File: config.mk
export PLATFORM = sky130hd
export DESIGN_NAME = zbus_master
export DESIGN_NICKNAME = d
export VERILOG_FILES = /design/src/rtl/zbus_master.sv
export SDC_FILE = /design/constraint.sdc
export NUM_CORES = 1
export LEC_CHECK = 0
export CAP_MARGIN = 0
export CORE_UTILIZATION = 40
export CTS_CLUSTER_SIZE = 14
export DETAILED_ROUTE_END_ITERATION = 12
export PLACE_DENSITY_LB_ADDON = 0.25
export RECOVER_POWER = 100
export SLEW_MARGIN = 15
export SYNTH_ARGS = -nofsm -noshare
export SYNTH_HDL_FRONTEND = slang
export SYNTH_SLANG_ARGS = --single-unit
export TNS_END_PERCENT = 50
File: constraint.sdc
create_clock -name fclk -period 1.95 [get_ports fclk]
set_input_delay 0.2925 -clock fclk [delete_from_list [all_inputs] [get_ports fclk]]
set_output_delay 0.2925 -clock fclk [all_outputs]
set_load 0.02 [all_outputs]
File: src/rtl/zbus_master.sv
// ZX-bus (Z80-style) cycle master.
// Runs one memory or IO read/write cycle per request as T1, T2, [TW...], T3.
// Each T-state lasts TDIV fclk cycles.
// Optional feature: define ZBUS_MASTER_WAIT_EN to honour zwait_n.
// With the macro undefined, zwait_n is ignored: memory cycles take 3 T-states
// and IO cycles take 4.
module zbus_master #(
    parameter int unsigned TDIV = 4
) (
    input  logic        fclk,
    input  logic        rst,
    input  logic        req,
    input  logic [15:0] req_addr,
    input  logic [7:0]  req_wdata,
    input  logic        req_io,
    input  logic        req_wr,
    output logic        busy,
    output logic        done,
    output logic [7:0]  rdata,
    output logic [15:0] za,
    output logic [7:0]  zd_out,
    output logic        zd_oe,
    input  logic [7:0]  zd_in,
    output logic        zmreq_n,
    output logic        ziorq_n,
    output logic        zrd_n,
    output logic        zwr_n,
    input  logic        zwait_n
);

    if (TDIV < 2 || TDIV > 16) begin : g_bad_tdiv
        $error("zbus_master: TDIV must be in 2..16");
    end

    localparam logic [3:0] TLast = 4'(TDIV - 1);

    typedef enum logic [2:0] {StIdle, StT1, StT2, StTw, StT3} state_e;

    state_e     state_q, state_d;
    logic [3:0] tcnt_q, tcnt_d;
    logic       io_q, wr_q;
    logic       accept, finish, t_last, wait_req, strobe_on;

`ifdef ZBUS_MASTER_WAIT_EN
    assign wait_req = ~zwait_n;
`else
    logic unused_zwait;
    assign unused_zwait = zwait_n;
    assign wait_req     = 1'b0;
`endif

    assign t_last = (tcnt_q == TLast);

    // State register, latched request fields, read data and done pulse
    always_ff @(posedge fclk) begin
        if (rst) begin
            state_q <= StIdle;
            tcnt_q  <= 4'd0;
            za      <= 16'h0000;
            zd_out  <= 8'h00;
            io_q    <= 1'b0;
            wr_q    <= 1'b0;
            rdata   <= 8'h00;
            done    <= 1'b0;
        end else begin
            state_q <= state_d;
            tcnt_q  <= tcnt_d;
            done    <= finish;
            if (accept) begin
                za     <= req_addr;
                zd_out <= req_wdata;
                io_q   <= req_io;
                wr_q   <= req_wr;
            end
            if (finish && !wr_q) begin
                rdata <= zd_in;
            end
        end
    end

    // Next-state logic and T-state counter
    always_comb begin
        state_d = state_q;
        tcnt_d  = tcnt_q;
        accept  = 1'b0;
        finish  = 1'b0;
        unique case (state_q)
            StIdle: begin
                if (req) begin
                    accept  = 1'b1;
                    state_d = StT1;
                end
            end
            StT1: begin
                if (t_last) state_d = StT2;
            end
            StT2: begin
                // IO cycles always insert one TW; memory only when the slave asks
                if (t_last) state_d = (io_q || wait_req) ? StTw : StT3;
            end
            StTw: begin
                if (t_last) state_d = wait_req ? StTw : StT3;
            end
            StT3: begin
                if (t_last) begin
                    state_d = StIdle;
                    finish  = 1'b1;
                end
            end
            default: state_d = StIdle;
        endcase
        if (state_q == StIdle) begin
            tcnt_d = 4'd0;
        end else begin
            tcnt_d = t_last ? 4'd0 : tcnt_q + 4'd1;
        end
    end

    // Bus strobes and status, decoded from the registered state
    always_comb begin
        strobe_on = (state_q == StT2) || (state_q == StTw) || (state_q == StT3);
        busy      = (state_q != StIdle);
        zd_oe     = busy && wr_q;
        zmreq_n   = ~(strobe_on && !io_q);
        ziorq_n   = ~(strobe_on && io_q);
        zrd_n     = ~(strobe_on && !wr_q);
        zwr_n     = ~(strobe_on && wr_q);
    end

endmodule

# Yosys cells after proc, flatten, opt, wreduce, memory -nomap -nowiden
# Cells that the tools add are included.
dict set report op_classes {
  reduce_logical 14
  n_eq_ne 10
  bitwise 4
  n_addsub 1
  n_mux 11
}
# op count
set op_table {}
lappend op_table {{3-bit two-way mux} 6}
lappend op_table {{3-bit one-hot mux with 5 select lines} 1}
lappend op_table {{2-bit inequality test, second input constant} 5}
lappend op_table {{3-bit by 2-bit == test with 1-bit output, second input constant} 2}
lappend op_table {{1-bit logical AND} 6}
lappend op_table {{5-bit AND reduction} 1}
lappend op_table {{4-bit by 1-bit adder with 4-bit output, second input constant} 1}
lappend op_table {{4-bit by 2-bit == test with 1-bit output, second input constant} 1}
lappend op_table {{1-bit two-way mux} 4}
lappend op_table {{1-bit NOT} 4}
lappend op_table {{3-bit by 1-bit == test with 1-bit output, second input constant} 1}
lappend op_table {{3-bit == test, second input constant} 1}
lappend op_table {{3-bit logical NOT} 1}
lappend op_table {{3-bit nonzero test} 1}
lappend op_table {{3-bit OR reduction} 1}
lappend op_table {{1-bit logical NOT} 2}
lappend op_table {{1-bit logical OR} 2}
dict set report totals {
  register_bits 42
  in_bits 38
}

# Depth between registers and ports, before layout
dict set report logic_depth {
  depth_word 5
  ltp_mapped 6
  ltp_nobuf 4
}

# Worst setup path before layout
# No wires, ideal clock.
dict set report synth_path {
  kind {flip-flop to flip-flop}
  start {register tcnt_q[0]}
  end {register rdata[0]}
  setup_time_ns 0.072
  path_slack_ns 0.449
  path_stages_with_launch 6
  arrival_time_ns 1.429
  required_time_ns 1.878
  path_cell_list {dfxtp_1 ha_1 nor3b_2 and4b_2 buf_4 mux2i_1}
}
dict set report synth_between {
  elab_chain_len 4
}
# element line_no
set synth_rtl {}
lappend synth_rtl {{start, declared} 40} ;# logic [3:0] tcnt_q, tcnt_d;
lappend synth_rtl {{start signal, assigned} 67} ;# tcnt_q <= tcnt_d;
lappend synth_rtl {{4-bit by 2-bit == test with 1-bit output} 52} ;# assign t_last = (tcnt_q == TLast);
lappend synth_rtl {{1-bit two-way mux} 105} ;# if (t_last) begin
lappend synth_rtl {{1-bit two-way mux} 87} ;# unique case (state_q)
lappend synth_rtl {{1-bit logical AND} 75} ;# if (finish && !wr_q) begin
lappend synth_rtl {{end signal, assigned} 76} ;# rdata <= zd_in;
lappend synth_rtl {{end, declared} 19} ;# output logic [7:0] rdata,
# No other way between the ends.
# A chain may end at the register's enable or synchronous reset.

# Worst setup path in the final report
dict set report layout_path {
  start {register state_q[2]}
  end {output zrd_n}
}
dict set report layout_between {
  elab_chain_len 5
  elab_cells_between_ends 7
  cone_classes {3 x eq/ne; 1 x bitwise; 3 x reduce/logical}
}
# element line_no
set layout_rtl {}
lappend layout_rtl {{start, declared} 39} ;# state_e state_q, state_d;
lappend layout_rtl {{start signal, assigned} 57} ;# state_q <= StIdle;
lappend layout_rtl {{start signal, assigned} 66} ;# state_q <= state_d;
lappend layout_rtl {{3-bit by 2-bit == test with 1-bit output} 121} ;# strobe_on = (state_q == StT2) || (state_q == StTw) || (state_q == StT3);
lappend layout_rtl {{1-bit logical OR} 121}
lappend layout_rtl {{1-bit logical OR (*)} 121}
lappend layout_rtl {{1-bit logical AND (*)} 126} ;# zrd_n = ~(strobe_on && !wr_q);
lappend layout_rtl {{1-bit NOT (*)} 126}
lappend layout_rtl {{end, declared} 26} ;# output logic zrd_n,
# Every way passes the cells marked *; elsewhere a longest branch is shown, timed or not.

==> results.yml <==
global_route:
  grt_pass1_wl_um: 6016
  antenna_found_initial: 0
  grt_max_degree: 51
  grt_pass1_vias: 1356
  gr-usage-all-layers: 0.1816
  grt-ovfl-total: 0
power:
  totalPowerFinal_mw: 1.752
  ir_drop_mv: 0.3863
  p_leak_nw: 1.054
  p_per_area_nw_per_um2: 677.8
yosys:
  ys_seq_elements: 42
  seq_area_frac_synth: 0.4898
  syn_inst: 194
  yosysUniqueCellTypes: 32
  yosysWarnings: 0
  avgSynthCellArea_sq_um: 8.849
  syn-num-nets: 233
  syn-cell-area_sq_um: 1717
timing:
  fin_skew_ps: 3.940
  hold_violations: 0
  relSlewSlack: 0.3966
  worst_slew_pin_slew_ps: 905.1
  fin_crit_ps: 1855
  timing.fmax_ghz: 0.5392
  setup_tns_ps: 0
  finalSetupViolations: 0
  final.period_utilization: 0.9511
  slew_viol_final: 0
  rsz0062_at_grt: "false"
place:
  post-dp-hpwl_um: 2451
  io_buffers: 75
  gp_congestion: 0.7044
die:
  core_area_sq_um: 4058
  initial_utilization: 0.4231
  die_w_um: 67.51
  die_area_sq_um: 4558
  rows: 23
  fp.dieH_um: 67.51
  boundaryPins: 77
worst_setup_path:
  cp_slowest_cell: "dfxtp_1"
  cp-start-kind: "flip-flop"
  reg2reg_to: "zd_out[2]"
  critPathRequiredTime_ps: 1660
  worstPathArrival_ps: 1560
  critical_path.cell_chain: "and2b_2 > a21o_2 > nand2b_1 > dlygate4sd2_1"
  worstSetupStartpoint: "state_q[2]"
  worstSetupPathType: "flip-flop to output port"
  r2r_setup_slack_ps: 290
  cp_max_fo: 4
  r2r_cells: 4
  endpoint_kind: "output port"
  cp-endpoint: "zrd_n"
  cpPeakStageDelay_ps: 410
  r2r_start: "state_q[2]"
clock_tree:
  cts.sinks: 42
  cts_tree: "yes"
  clk_pin_slew_ps: 80
  worstSkewPairLatency_ps: 290
  cts_root_buffer: "clkbuf_8"
  htreeDepth: 2
  cts-buffers-inserted: 5
  ctsLongestPathBuffers: 2
  holdBufCountCts: 0
final_layout:
  num-fill-cells: 365
  syn_to_final_growth_pct: 50.58
  drive_gt1_frac: 0.09225
  fin_nets: 309
  diodes: 0
detailed_routing:
  dr.max_layer_used: "met4"
  wire_per_inst_um: 11.80
  met2_length_um: 1687
  viasPerCell: 4.629
  finalWirelength_um: 3789
  ant_nets: 0
  wl_met1_um: 1737
  first_pass_iters: 6
  route.vias.total: 1486
  drt_iter0_markers: 48
  wl_met3_um: 291
  detail_route.drc_violations: 0
outcome:
  outcome: "finished clean"
flow_run:
  cap_violations: 0
min_path:
  hold_path.class: "flip-flop to flip-flop"
## worst min-delay path by stage
stage | depth (start not counted) | endpoint | from
2_1_floorplan | 2 | wr_q | req_wr
3_3_place_gp | 2 | za[8] | za[8]
3_5_place_dp | 2 | za[10] | za[10]
4_1_cts | 2 | za[10] | za[10]
5_1_grt | 2 | za[15] | za[15]
6_report | 2 | za[11] | za[11]
## state kept, by name (all words and copies together) (netlist names)
signal and flops:
zd_out 8, done 1, state_q 3, wr_q 1
io_q 1, za 16, tcnt_q 4, rdata 8
## stage by stage
| stage | hold WS [ps] | instance area [sq um] | std cells | worst slack [ps] | util |
|---|---|---|---|---|---|
| 2_1_floorplan | 428.5 | 1717 | 194 | 449.4 | - |
| 3_3_place_gp | 441.0 | 2494 | 312 | 79.53 | 0.6146 |
| 5_1_grt | 477.1 | 2585 | 321 | 15.76 | 0.6371 |
| 3_5_place_dp | 445.3 | 2494 | 312 | 74.89 | 0.6146 |
| 4_1_cts | 456.2 | 2592 | 320 | 58.62 | 0.6389 |
| 6_report | 449.5 | 2585 | 321 | 95.37 | 0.6371 |
## power breakdown
group	total, mW	leakage (nW)	internal [mW]	switching, mW
registers	0.911	0.343	0.892	0.0196
clock network	0.570	0.0482	0.286	0.285
logic	0.271	0.662	0.147	0.123
## cell usage after synthesis
cell | count | area (sq um)
xor2_1 | 1 | 8.760
clkbuf_1 | 5 | 18.77
a21o_2 | 1 | 8.760
nor3_1 | 3 | 15.01
ha_1 | 1 | 12.51
nand2b_1 | 18 | 112.6
buf_8 | 2 | 30.03
nand3_1 | 3 | 15.01
a21oi_1 | 27 | 135.1
inv_1 | 1 | 3.750
nor4b_4 | 1 | 23.77
nor3b_2 | 1 | 12.51
nor4_1 | 1 | 6.260
buf_2 | 3 | 15.01
nor4b_1 | 1 | 8.760
buf_4 | 2 | 15.01
or4b_4 | 1 | 13.76
o21ai_0 | 1 | 5.000
buf_6 | 2 | 22.52
a211oi_1 | 1 | 7.510
nand3b_1 | 2 | 15.01
mux2i_1 | 8 | 80.08
dfxtp_1 | 42 | 840.8
a311oi_1 | 1 | 8.760
mux2_2 | 1 | 11.26
nor2b_1 | 3 | 18.77
and2b_2 | 1 | 8.760
or3b_2 | 1 | 8.760
nor2_1 | 2 | 7.510
a2111oi_0 | 1 | 8.760
and4b_2 | 1 | 11.26
nand2_1 | 55 | 206.5
## logic make-up after synthesis
logic type / count (synthesis) / synth area share
AOI/OAI and AO/OA: 32 / 0.1013
DFF: 42 / 0.4898
and+or+nand+nor: 94 / 0.2821
xor gates and xnor gates: 1 / 0.005103
buffers and inverters: 15 / 0.06122
adders and majority gates: 1 / 0.007287
muxes: 9 / 0.05321
## placed cells by master, fill, tap and decap left out, drive strengths merged, types with 2 or more instances in the layout
master,Yosys,final
dlygate4sd2,0,4
mux2i,8,8
dfxtp,42,42
nor3,3,3
nand3b,2,2
clkbuf,5,9
nand2,55,55
nand3,3,3
nor2b,3,3
buf,9,6
nor4b,2,2
dlygate4sd3,0,34
nand2b,18,18
nor2,2,2
a21oi,27,27
clkdlybuf4s50,0,36
## final cells by class
cell class	instances	area, sq um	share of cell area
multi-input combinational	137	782.0	0.3025
inverter	1	3.754	0.001452
clock buffer	7	86.33	0.03340
sequential	42	843.3	0.3262
timing repair buffer	83	802.0	0.3103
tap	50	62.56	0.02420
clock inverter	1	5.005	0.001936
## layer usage
layer	vias to the layer above	GRT usage
met5	-	0
met3	7	0.06419
met4	0	0.08777
met2	55	0.2946
li1	789	-
met1	635	0.2106
## critical path: cells and delay by family, from the launching register on
kind                   cells  cell delay, ps
AO/OA/AOI/OAI              1             210
buffers and inverters      1             330
flip-flops                 1             410
AND/OR/NAND/NOR            2             320
## what timing repair did
item / CTS / global route
pin swaps: 0 / 1
setup endpoints to repair: 6 / 1
gates cloned: 0 / 0
gates resized for setup: 7 / 2
setup buffers: 0 / 1
Note: power is estimated with default switching activity, not from simulation.
